$ cat src/rtl/dcache_line_xfer_if.sv
// External nibble-wide memory bus used by the data-cache line transfer engine.
// The transfer engine is the master; the memory/controller side is the slave.
interface dcache_line_xfer_if;
   logic       mem_sel;
   logic       mem_oe;
   logic [3:0] mem_dout;
   logic [3:0] mem_din;
   logic       mem_ready;

   modport master (
      output mem_sel,
      output mem_oe,
      output mem_dout,
      input  mem_din,
      input  mem_ready
   );

   modport slave (
      input  mem_sel,
      input  mem_oe,
      input  mem_dout,
      output mem_din,
      output mem_ready
   );
endinterface

$ cat src/rtl/dcache_line_xfer.sv
// Moves one cache line between the data cache and a nibble-serial memory bus:
// command nibble, line address (MSB nibble first), optional turnaround, then data.
module dcache_line_xfer #(
   parameter  int LINE_LENGTH = 4,
   parameter  int PA          = 22,
   localparam int TW          = PA - $clog2(LINE_LENGTH)
) (
   input  logic          clk,
   input  logic          reset,
   input  logic          start,
   input  logic          op_write,
   input  logic [TW-1:0] line_addr,
   output logic          busy,
   output logic          done,
   output logic [3:0]    dread,
   output logic          wstrobe_d,
   input  logic [3:0]    dwrite,
   output logic          rstrobe_d,
   dcache_line_xfer_if.master mem
);
   localparam int NIB = 2 * LINE_LENGTH;
   localparam int NA  = (TW + 3) / 4;
   localparam int AW  = 4 * NA;
   localparam int CW  = $clog2(NIB);
   localparam int ACW = (NA > 1) ? $clog2(NA) : 1;
   localparam logic [CW-1:0]  LAST_NIB  = CW'(NIB - 1);
   localparam logic [ACW-1:0] LAST_ADDR = ACW'(NA - 1);

   typedef enum logic [2:0] {IDLE, CMD, ADDR, TURN, DATA, DONE} state_t;

   state_t         state;
   logic           op_q;
   logic [AW-1:0]  addr_sh;
   logic [ACW-1:0] addr_cnt;
   logic [CW-1:0]  nib_cnt;
   logic           sel_q;
   logic           oe_q;
   logic           done_q;
   logic           busy_q;
   logic [3:0]     dout_q;
   logic           in_data;

   // Outputs for the next state are computed alongside the transition so every
   // bus control signal comes straight from a flop.
   always_ff @(posedge clk or negedge reset) begin
      if (!reset) begin
         state    <= IDLE;
         op_q     <= 1'b0;
         addr_sh  <= '0;
         addr_cnt <= '0;
         nib_cnt  <= '0;
         sel_q    <= 1'b0;
         oe_q     <= 1'b0;
         done_q   <= 1'b0;
         busy_q   <= 1'b0;
         dout_q   <= 4'h0;
      end else begin
         case (state)
            IDLE: begin
               if (start) begin
                  op_q    <= op_write;
                  addr_sh <= AW'(line_addr);
                  busy_q  <= 1'b1;
                  sel_q   <= 1'b1;
                  oe_q    <= 1'b1;
                  dout_q  <= op_write ? 4'h2 : 4'h3;
                  state   <= CMD;
               end
            end
            CMD: begin
               dout_q   <= addr_sh[AW-1 -: 4];
               addr_sh  <= addr_sh << 4;
               addr_cnt <= '0;
               state    <= ADDR;
            end
            ADDR: begin
               if (addr_cnt == LAST_ADDR) begin
                  dout_q  <= 4'h0;
                  nib_cnt <= '0;
                  if (op_q) begin
                     state <= DATA;
                  end else begin
                     oe_q  <= 1'b0;
                     state <= TURN;
                  end
               end else begin
                  addr_cnt <= addr_cnt + 1'b1;
                  dout_q   <= addr_sh[AW-1 -: 4];
                  addr_sh  <= addr_sh << 4;
               end
            end
            TURN: begin
               nib_cnt <= '0;
               state   <= DATA;
            end
            // A low mem_ready is a wait state: nothing moves until memory is ready.
            DATA: begin
               if (mem.mem_ready) begin
                  if (nib_cnt == LAST_NIB) begin
                     nib_cnt <= '0;
                     done_q  <= 1'b1;
                     sel_q   <= 1'b0;
                     oe_q    <= 1'b0;
                     state   <= DONE;
                  end else begin
                     nib_cnt <= nib_cnt + 1'b1;
                  end
               end
            end
            DONE: begin
               done_q <= 1'b0;
               busy_q <= 1'b0;
               state  <= IDLE;
            end
            default: state <= IDLE;
         endcase
      end
   end

   // Data nibbles pass straight through between cache and bus during DATA.
   assign in_data      = (state == DATA);
   assign mem.mem_sel  = sel_q;
   assign mem.mem_oe   = oe_q;
   assign mem.mem_dout = (in_data && op_q) ? dwrite : dout_q;
   assign dread        = (in_data && !op_q) ? mem.mem_din : 4'h0;
   assign wstrobe_d    = in_data && !op_q && mem.mem_ready;
   assign rstrobe_d    = in_data && op_q && mem.mem_ready;
   assign busy         = busy_q;
   assign done         = done_q;
endmodule
$ cat src/flat_wrapper.sv
// flat-port wrapper written by rule: the top's interface ports become plain ports
module dcache_line_xfer_flat 
#(
   parameter  int LINE_LENGTH = 4,
   parameter  int PA          = 22,
   localparam int TW          = PA - $clog2(LINE_LENGTH)
)
  (clk, reset, start, op_write, line_addr, busy, done, dread, wstrobe_d, dwrite, rstrobe_d, mem_mem_sel, mem_mem_oe, mem_mem_dout, mem_mem_din, mem_mem_ready);
  dcache_line_xfer_if mem_i ();
  input  logic clk;
  input  logic reset;
  input  logic start;
  input  logic op_write;
  input  logic [TW-1:0] line_addr;
  output logic busy;
  output logic done;
  output logic [3:0] dread;
  output logic wstrobe_d;
  input  logic [3:0] dwrite;
  output logic rstrobe_d;
  output wire logic [$bits(mem_i.mem_sel)-1:0] mem_mem_sel;
  output wire logic [$bits(mem_i.mem_oe)-1:0] mem_mem_oe;
  output wire logic [$bits(mem_i.mem_dout)-1:0] mem_mem_dout;
  input wire logic [$bits(mem_i.mem_din)-1:0] mem_mem_din;
  input wire logic [$bits(mem_i.mem_ready)-1:0] mem_mem_ready;
  assign mem_mem_sel = mem_i.mem_sel;
  assign mem_mem_oe = mem_i.mem_oe;
  assign mem_mem_dout = mem_i.mem_dout;
  assign mem_i.mem_din = mem_mem_din;
  assign mem_i.mem_ready = mem_mem_ready;
  dcache_line_xfer #(.LINE_LENGTH(LINE_LENGTH), .PA(PA)) u_core (.clk(clk), .reset(reset), .start(start), .op_write(op_write), .line_addr(line_addr), .busy(busy), .done(done), .dread(dread), .wstrobe_d(wstrobe_d), .dwrite(dwrite), .rstrobe_d(rstrobe_d), .mem(mem_i));
endmodule
$ cat config.mk
export PLATFORM = sky130hd
export DESIGN_NAME = dcache_line_xfer_flat
export DESIGN_NICKNAME = d
export VERILOG_FILES = /design/src/rtl/dcache_line_xfer_if.sv /design/src/rtl/dcache_line_xfer.sv /design/src/flat_wrapper.sv
export SDC_FILE = /design/constraint.sdc
export NUM_CORES = 1
export LEC_CHECK = 0
export CAP_MARGIN = 20
export CORE_MARGIN = 1.5
export CORE_UTILIZATION = 55
export CTS_CLUSTER_SIZE = 30
export DETAILED_ROUTE_END_ITERATION = 10
export PLACE_DENSITY = 0.85
export SYNTH_ARGS = -nofsm -noshare
export SYNTH_HDL_FRONTEND = slang
export SYNTH_SLANG_ARGS = --single-unit
$ cat constraint.sdc
create_clock -name clk -period 2.7 [get_ports clk]
set_clock_uncertainty 0.15 [all_clocks]
set_input_delay 0.54 -clock clk [delete_from_list [all_inputs] [get_ports clk]]
set_output_delay 0.54 -clock clk [all_outputs]
set_load 0.05 [all_outputs]
# Yosys cells after proc, flatten, opt, wreduce, memory -nomap -nowiden
# Index checks and enable logic that the tools add are counted.
[word_totals]
input_bits = 33
register_bits = 38
output_inout_bits = 14
word_cells = 80
[op_classes]
n_eq_ne = 13
mux = 32
addsub = 2
n_reduce_logical = 23
[ops]
columns = ["cell", "n"]
rows = [
  ["$pmux 20 s3", 1],
  ["$mux 20", 2],
  ["$mux 3", 9],
  ["$mux 4", 4],
  ["$pmux 3 s5", 1],
  ["$eq 3x3->1 const B", 4],
  ["$pmux 4 s3", 1],
  ["$ne 2x2->1 const B", 5],
  ["$pmux 3 s3", 1],
  ["$reduce_and 3->1", 3],
  ["$reduce_bool 3->1", 3],
  ["$mux 1", 8],
  ["$reduce_and 2->1", 4],
  ["$reduce_and 4->1", 2],
  ["$reduce_bool 2->1", 4],
  ["$add 3x1->3 const B", 2],
  ["$eq 3x2->1 const B", 2],
  ["$pmux 1 s2", 3],
  ["$pmux 3 s2", 1],
  ["$reduce_and 6->1", 1],
  ["$logic_and 1x1->1", 4],
  ["$eq 3x1->1 const B", 1],
  ["$logic_not 3->1", 1],
  ["$pmux 1 s3", 1],
  ["2 further kinds", 2],
]

# Logic depth before layout (Yosys ltp)
# Gate-level depths: netlist (run 1).
[logic_depth]
word_depth = 4
ltp_mapped = 7
mapped_depth_nobuf = 6

# Worst setup path after synthesis (run 1)
# OpenSTA, ideal clock, no wires.
[synth_timing]
path_kind = "register -> output"
start = "reg u_core.state[0]"
end = "out mem_mem_dout[0]"
t_arrival_ps = 1470
stages_incl_launch_ff = 6
required_ps = 2010
n_path_buf = 2
path_slack_ps = 540
path_cell_list = "dfrtp_1 > buf_4 > nor2_1 > and3_1 > buf_2 > mux2_2"
[synth_via]
elab_chain_cells = 3
[synth_lines]
columns = ["item", "line", "source"]
rows = [
  ["from (decl)", "dcache_line_xfer.sv:31", "state_t state;"],
  ["from (signal assigned)", "dcache_line_xfer.sv:47", "state <= IDLE;"],
  ["from (signal assigned)", "dcache_line_xfer.sv:67", "state <= CMD;"],
  ["from (signal assigned)", "dcache_line_xfer.sv:74", "state <= ADDR;"],
  ["$eq 3x3->1", "dcache_line_xfer.sv:121", "assign in_data = (state == DATA);"],
  ["$logic_and 1x1->1", "dcache_line_xfer.sv:124", "assign mem.mem_dout = (in_data && op_q) ? dwrite : dout_q;"],
  ["$mux 4", "dcache_line_xfer.sv:124", ""],
  ["to (decl)", "flat_wrapper.sv:23", "output wire logic [$bits(mem_i.mem_dout)-1:0] mem_mem_dout;"],
]
# Every way passes these cells.

# Worst setup path after layout (run 1)
[layout_timing]
start = "reg u_core.state[2]"
end = "out dread[2]"
[layout_via]
elab_chain_cells = 3
[layout_lines]
columns = ["item", "line", "source"]
rows = [
  ["$eq 3x3->1", "dcache_line_xfer.sv:121", ""],
  ["$logic_and 1x1->1", "dcache_line_xfer.sv:125", "assign dread = (in_data && !op_q) ? mem.mem_din : 4'h0;"],
  ["$mux 4", "dcache_line_xfer.sv:125", ""],
  ["to (decl)", "flat_wrapper.sv:17", "output logic [3:0] dread;"],
]
# Every way passes these cells.

==> results of run 1 <==
[sequential cells by signal, summed over array words and instances (netlist names)]
signal and cells:
u_core.state 3, u_core.done 1, u_core.dout_q 4, u_core.op_q 1
u_core.busy 1, u_core.mem.mem_sel 1, u_core.nib_cnt 3, u_core.addr_cnt 3
u_core.mem.mem_oe 1, u_core.addr_sh 20
[how the worst max path moves through the flow]
stage / endpoint / startpoint / cells after the start / slack, ps
3_3_place_gp: u_core.addr_sh[2]$_DFFE_PN0P_ / start / 5 / 450
3_5_place_dp: u_core.addr_sh[2]$_DFFE_PN0P_ / start / 5 / 400
6_report: dread[2] / u_core.state[2]$_DFFE_PN0P_ / 5 / 230
4_1_cts: dread[2] / u_core.state[2]$_DFFE_PN0P_ / 5 / 230
2_1_floorplan: mem_mem_dout[0] / u_core.state[0]$_DFFE_PN0P_ / 5 / 540
5_1_grt: dread[2] / u_core.state[2]$_DFFE_PN0P_ / 5 / 110
[synthesized netlist by cell type (3+ instances only)]
| library cell | number | area share (%) |
|---|---|---|
| dfrtp_1 | 38 | 43 |
| nand2_1 | 6 | 1.0 |
| ha_1 | 4 | 2.3 |
| mux2_2 | 13 | 6.7 |
| mux2_4 | 30 | 21 |
| inv_1 | 4 | 0.68 |
| a31oi_1 | 5 | 1.4 |
| buf_4 | 3 | 1.0 |
| and2_1 | 6 | 1.7 |
| mux2i_1 | 3 | 1.4 |
| nor3b_1 | 3 | 1.0 |
| nor2b_1 | 5 | 1.4 |
| nor2_1 | 9 | 1.5 |
| buf_2 | 4 | 0.91 |
| o21ai_0 | 6 | 1.4 |
| a21oi_1 | 8 | 1.8 |
| and3_1 | 3 | 0.85 |
[per-layer routing]
layer  GRT usage [%]  vias up
li1                -      735
met1           29.43      762
met2           37.00       70
met3           6.303       15
met4           8.673        0
met5               0        -
[worst max-delay path, delay by kind of cell (launching register included)]
family                 cells  cell delay (ps)
buffers and inverters      2              410
and+or+nand+nor            3              580
DFF                        1              500
[kinds of logic after synthesis]
kind of cell	count (synthesis)	share of synthesized area, %
fa+ha+maj	4	2.279
compound gates	33	9.858
xor+xnor	1	1.254
buf+inv	16	4.900
simple gates	38	9.345
mux	47	29.06
flops	38	43.30
[power groups by stage]
| stage | registers [mW] | clock network (mW) | logic, mW |
|---|---|---|---|
| floorplan | 0.979 | 0 | 1.86 |
| global placement | 0.986 | 0 | 2.14 |
| detailed placement | 1.01 | 0 | 2.26 |
| CTS | 1.00 | 0.415 | 2.26 |
| global route | 1.03 | 0.449 | 2.39 |
| finish | 1.00 | 0.411 | 2.25 |
[per-stage QoR]
step	cell area [um^2]	setup WS (ps)	utilization [%]	hold WS, ps	instances
after detailed placement	2734	397.4	73.03	336.7	266
after global routing	2825	108.2	75.47	251.1	274
after floorplan	2196	540.0	-	94.41	177
after global placement	2734	450.2	73.03	319.2	266
final	2825	226.6	75.47	183.2	274
after CTS	2825	232.2	75.47	210.0	274
[area by class of cell]
| cell class | instances | area (um^2) | area share (%) |
|---|---|---|---|
| clock buffers | 7 | 86.33 | 3.056 |
| inverters | 5 | 18.77 | 0.6643 |
| repair buffers | 52 | 563.0 | 19.93 |
| multi-input cells | 123 | 1141 | 40.39 |
| flip-flops and latches | 38 | 950.9 | 33.66 |
| clock inverters | 1 | 5.005 | 0.1771 |
| well taps | 48 | 60.06 | 2.126 |
[layout by cell type, fill, tap and decap left out, types with 6 or more instances in the layout]
cell	count
buf_4	9
buf_12	7
and2_1	6
mux2_2	13
nand2_1	6
dfrtp_1	38
mux2_4	30
a21oi_1	7
o21ai_0	6
clkbuf_8	6
nor2_1	9
clkdlybuf4s50_1	35
==> insert_results.sql, run 1 <==
INSERT INTO impl_metrics (metric_group, metric, value, unit) VALUES
('outcome', 'outcome', 'finished clean', ''),
('route', 'met3RoutedLength', '246', 'um'),
('clock_network', 'clock_tree.buffer_depth', '2', ''),
('sta', 'timing.setup.tns', '0', 'ps'),
('sta', 'final_period_minus_worst_setup_slack', '2473', 'ps'),
('setup_path', 'crit_chain', 'buf_4 > nand2_1 > nor2_1 > and2_1 > buf_12', ''),
('sta', 'drv_slew', '0', ''),
('sta', 'report.final.setup_viol', '0', ''),
('route', 'route.detailed.vias_per_inst', '5.774', ''),
('global_routing', 'antenna_found_initial', '0', ''),
('hold_path', 'holdCritPathClass', 'in2async', ''),
('floorplanning', 'fp.dieW', '66.19', 'um'),
('synth', 'mappedNetlistNets', '214', ''),
('global_routing', 'grt_overflow', '0', ''),
('synth', 'number_of_distinct_standard_cells_referenced_by_the_synthesized_netlist', '36', ''),
('layout', 'drive_above_1_share', '31.42', '%'),
('synth', 'synth_seq_area_share', '43.30', '%'),
('setup_path', 'worst_ep_arrival_time', '1780', 'ps'),
('power', 'cellLeakagePower', '1.285', 'nW'),
('sta', 'maxSlewHeadroom', '45.11', '%'),
('clock_network', 'cts_tree', 'done', ''),
('route', 'drt.antenna.violating_nets', '0', ''),
('route', 'num_vias', '1582', ''),
('clock_network', 'clock_insertion_delay_worst_skew', '290', 'ps'),
('sta', 'hold_violations', '0', ''),
('route', 'met2_wirelength', '2294', 'um'),
('sta', 'worstMarginPinSlew', '823.3', 'ps'),
('floorplanning', 'initial_utilization', '58.66', '%'),
('setup_path', 'longest_individual_stage_delay_on_the_worst_path', '500', 'ps'),
('floorplanning', 'placementRows', '22', ''),
('floorplanning', 'ioPinCount', '47', ''),
('clock_network', 'clkSinkCount', '38', ''),
('placed_design', 'hpwlAfterDp', '3393', 'um'),
('setup_path', 'r2r_setup_slack', '600', 'ps'),
('power', 'power.density', '1296', 'mW/mm^2'),
('floorplanning', 'die_outline_height', '66.19', 'um'),
('synth', 'synthesis.instances', '177', ''),
('global_routing', 'maximum_number_of_pins_on_one_net_before_global_route_repair', '39', ''),
('global_routing', 'grt_util_all_layers', '22.96', '%'),
('layout', 'area_delta_synth_final', '28.66', '%'),
('global_routing', 'first_pass_grt_wire_length', '7493', 'um'),
('setup_path', 'r2r_end', 'u_core.addr_sh[7]$_DFFE_PN0P_', ''),
('sta', 'timing.fmax', '404.3', 'MHz'),
('synth', 'commonest_register_cell_after_synthesis', 'dfrtp_1', ''),
('setup_path', 'worst_setup_path_end_kind', 'output port', ''),
('clock_network', 'holdBufCountCts', '0', ''),
('synth', 'yosys_register_bits', '38', ''),
('power', 'power_frac_seq', '27.4', '%'),
('global_routing', 'number_of_global_route_vias_before_repair', '1570', ''),
('clock_network', 'cts-root-buf', 'clkbuf_8', ''),
('setup_path', 'required_time_of_the_critical_path', '2010', 'ps'),
('setup_path', 'critical_path.reg2reg.startpoint', 'u_core.state[1]$_DFFE_PN0P_', ''),
('route', 'maxUsedRoutingLayer', 'met4', ''),
('power', 'cellInternalPower', '2.259', 'mW'),
('clock_network', 'clk_pin_slew_worst_paths', '80', 'ps'),
('power', 'p_comb_share', '61.4', '%'),
('synth', 'ys_async_sr_fraction', '100.0', '%'),
('sta', 'finalCritPeriodShare', '91.61', '%'),
('clock_network', 'post_cts_buffers', '0', ''),
('route', 'remaining_drc_errors', '0', ''),
('clock_network', 'postCtsResizedCells', '0', ''),
('run', 'drv_cap', '0', ''),
('placed_design', 'routabilityCongestion', '0.8724', ''),
('setup_path', 'timing.critical_path.fanout_max', '16', ''),
('setup_path', 'worst-setup-path-type', 'reg2out', ''),
('setup_path', 'start_kind', 'flip-flop', ''),
('sta', 'setup_repair_after_global_routing_missed_its_margin', 'no', ''),
('clock_network', 'num_cts_buffers', '5', ''),
('setup_path', 'r2r_cells', '6', ''),
('power', 'clkPwrFrac', '11.2', '%'),
('route', 'wirelength', '4471', 'um');
Power figures use the tool's default switching activity.
==> inputs of run 2 (changes only) <==
--- a/config.mk
+++ b/config.mk
@@ -7,10 +7,11 @@
 export LEC_CHECK = 0
 export CAP_MARGIN = 20
 export CORE_MARGIN = 1.5
-export CORE_UTILIZATION = 55
+export CORE_UTILIZATION = 46
 export CTS_CLUSTER_SIZE = 30
 export DETAILED_ROUTE_END_ITERATION = 10
-export PLACE_DENSITY = 0.85
+export PLACE_DENSITY = 0.74
+export SKIP_CTS_REPAIR_TIMING = 1
 export SYNTH_ARGS = -nofsm -noshare
 export SYNTH_HDL_FRONTEND = slang
 export SYNTH_SLANG_ARGS = --single-unit
==> constraint.sdc (replaced) <==
create_clock -name clk -period 2.1 [get_ports clk]
set_clock_uncertainty 0.15 [all_clocks]
set_input_delay 0.42 -clock clk [delete_from_list [all_inputs] [get_ports clk]]
set_output_delay 0.42 -clock clk [all_outputs]
set_load 0.05 [all_outputs]
==> insert_results.sql, run 2 (same netlist as run 1, synthesis figures left out) <==
INSERT INTO impl_metrics (metric_group, metric, value, unit) VALUES
('floorplanning', 'die_outline_height', '72.09', 'um'),
('layout', 'register_with_the_highest_flop_count', 'u_core.addr_sh', ''),
('sta', 'worstMarginPinSlew', '477.2', 'ps'),
('clock_network', 'num_cts_buffers', '5', ''),
('route', 'num_vias', '1574', ''),
('placed_design', 'routabilityCongestion', '0.7715', ''),
('sta', 'finalCritPeriodShare', '100.7', '%'),
('route', 'first_iter_violations', '51', ''),
('sta', 'drv_slew', '0', ''),
('layout', 'max_ffs_per_register', '20', ''),
('sta', 'worst_slack', '-13.89', 'ps'),
('clock_network', 'cts_tree', 'done', ''),
('global_routing', 'first_pass_grt_wire_length', '7410', 'um'),
('outcome', 'outcome', 'finished, violations left', ''),
('floorplanning', 'floorplan.die_area', '0.005197', 'mm^2'),
('layout', 'final_nets', '274', ''),
('layout', 'area_delta_synth_final', '39.37', '%'),
('setup_path', 'crit_chain', 'nor2_2 > and3_4 > mux2_4 > buf_8', ''),
('route', 'remaining_drc_errors', '0', ''),
('layout', 'layout_top_registers', 'u_core.addr_sh (20), u_core.dout_q (4)', ''),
('hold_path', 'holdCritPathClass', 'in2async', ''),
('setup_path', 'required_time_of_the_critical_path', '1530', 'ps'),
('layout', 'mostFrequentLayoutCells', '38 x dfrtp_1, 34 x mux2_4, 31 x clkdlybuf4s50_1', ''),
('route', 'drt.antenna.violating_nets', '0', ''),
('setup_path', 'worst_ep_arrival_time', '1540', 'ps'),
('layout', 'final_core_util', '68.40', '%'),
('clock_network', 'clock_insertion_delay_worst_skew', '290', 'ps'),
('setup_path', 'timing.critical_path.fanout_max', '5', ''),
('layout', 'drive_above_1_share', '41.18', '%'),
('setup_path', 'longest_individual_stage_delay_on_the_worst_path', '390', 'ps'),
('layout', 'antenna_cells', '0', ''),
('floorplanning', 'fp.dieW', '72.09', 'um'),
('global_routing', 'antenna_found_initial', '0', ''),
('sta', 'report.final.setup_viol', '4', ''),
('route', 'detailedRoute.firstPassIterationCount', '4', ''),
('route', 'wirelength', '4492', 'um'),
('clock_network', 'cts.htree.levels', '2', ''),
('clock_network', 'clk_pin_slew_worst_paths', '80', 'ps'),
('placed_design', 'hpwlAfterDp', '3232', 'um'),
('outcome', 'failed_checks', 'setup timing', ''),
('sta', 'setup_repair_after_global_routing_missed_its_margin', 'yes', ''),
('sta', 'timing.setup.tns', '-45.24', 'ps'),
('route', 'route.detailed.vias_per_inst', '5.428', ''),
('floorplanning', 'placementRows', '24', ''),
('clock_network', 'clkSinkCount', '38', ''),
('power', 'worst_ir_drop_vdd', '809.7', 'uV'),
('global_routing', 'number_of_global_route_vias_before_repair', '1574', ''),
('sta', 'timing.fmax', '473.1', 'MHz'),
('placed_design', 'portBuffers', '46', ''),
('floorplanning', 'ioPinCount', '47', ''),
('global_routing', 'grt_util_all_layers', '18.45', '%'),
('sta', 'maxSlewHeadroom', '68.19', '%'),
('run', 'drv_cap', '0', ''),
('layout', 'mostFrequentLayoutCell', 'dfrtp_1', ''),
('setup_path', 'worst_setup_path_end_kind', 'output port', ''),
('global_routing', 'grt_overflow', '0', ''),
('sta', 'final_period_minus_worst_setup_slack', '2114', 'ps'),
('route', 'detail_route.wl_per_cell', '15.49', 'um'),
('power', 'totalPowerFinal', '5.272', 'mW'),
('clock_network', 'cts-root-buf', 'clkbuf_8', ''),
('sta', 'hold_violations', '0', ''),
('setup_path', 'worst-setup-path-type', 'reg2out', ''),
('power', 'cellLeakagePower', '1.400', 'nW'),
('clock_network', 'clock_tree.buffer_depth', '2', ''),
('setup_path', 'crit_slowest_cell', 'dfrtp_1', ''),
('floorplanning', 'initial_utilization', '49.08', '%'),
('global_routing', 'maximum_number_of_pins_on_one_net_before_global_route_repair', '39', ''),
('floorplanning', 'fp.coreArea', '0.004474', 'mm^2'),
('layout', 'fill_cell_count', '336', ''),
('power', 'power.density', '1722', 'mW/mm^2'),
('setup_path', 'start_kind', 'flip-flop', '');
==> run 2: cell types whose count changed in the layout (fill, tap and decap cells not counted), sizes merged <==
cell	previous run	this run
clkdlybuf4s50	35	31
clkbuf	7	5
bufinv	0	2
buf	17	33
==> run 2: path summary, 6_finish.rpt <==
check,from,endpoint,slack (ps),cells after the start
worst min register to register,u_core.addr_sh[3]$_DFFE_PN0P_,u_core.addr_sh[3]$_DFFE_PN0P_,340,1
worst min-delay path,reset,u_core.addr_cnt[1]$_DFFE_PN0P_,7,2
worst max register to register,u_core.state[0]$_DFFE_PN0P_,u_core.addr_sh[5]$_DFFE_PN0P_,120,7
max in group asynchronous,reset,u_core.dout_q[1]$_DFFE_PN0P_,1450,2
worst max-delay path,u_core.state[0]$_DFFE_PN0P_,mem_mem_dout[3],-10,4
min in group clk,u_core.addr_sh[3]$_DFFE_PN0P_,u_core.addr_sh[3]$_DFFE_PN0P_,340,1
==> run 2: metrics by stage <==
| stage | setup slack, ps | hold WS, ps | cells | instance area (um^2) |
|---|---|---|---|---|
| floorplan | 59.97 | -25.59 | 177 | 2196 |
| global placement | 43.45 | 315.3 | 281 | 2836 |
| detailed placement | 38.05 | 321.9 | 281 | 2836 |
| CTS | -190.9 | 28.56 | 289 | 2974 |
| global route | -80.76 | 48.42 | 290 | 3060 |
| finish | -13.89 | 7.124 | 290 | 3060 |
==> run 2: final cells by class <==
class	instances	area (um^2)	area share, %
clock buffers	5	68.82	2.249
clock inverters	3	68.82	2.249
inverters	5	18.77	0.6132
multi-input cells	123	1190	38.88
flip-flops and latches	38	950.9	31.07
well taps	52	65.06	2.126
repair buffers	64	698.2	22.81
==> run 2: report_power, final <==
part / internal, mW / total, mW / leakage (nW) / switching, mW
clock network: 0.476 / 0.743 / 0.0683 / 0.267
logic: 1.87 / 3.26 / 0.870 / 1.39
registers: 1.07 / 1.27 / 0.462 / 0.207
total: 3.41 / 5.27 / 1.40 / 1.86
==> run 2: critical path, delay by kind of cell (launching register included) <==
family	cells	cell delay, ps
flip-flops	1	390
AND/OR/NAND/NOR	2	380
multiplexers	1	320
buffers and inverters	1	150
==> run 2: per-layer routing <==
layer / vias up / global-route usage (%) / routed length [um]
met5: - / 0 / 0
met4: 0 / 5.660 / 45
met3: 7 / 4.167 / 189
met2: 39 / 29.12 / 2294
met1: 771 / 25.54 / 1962
li1: 757 / - / -
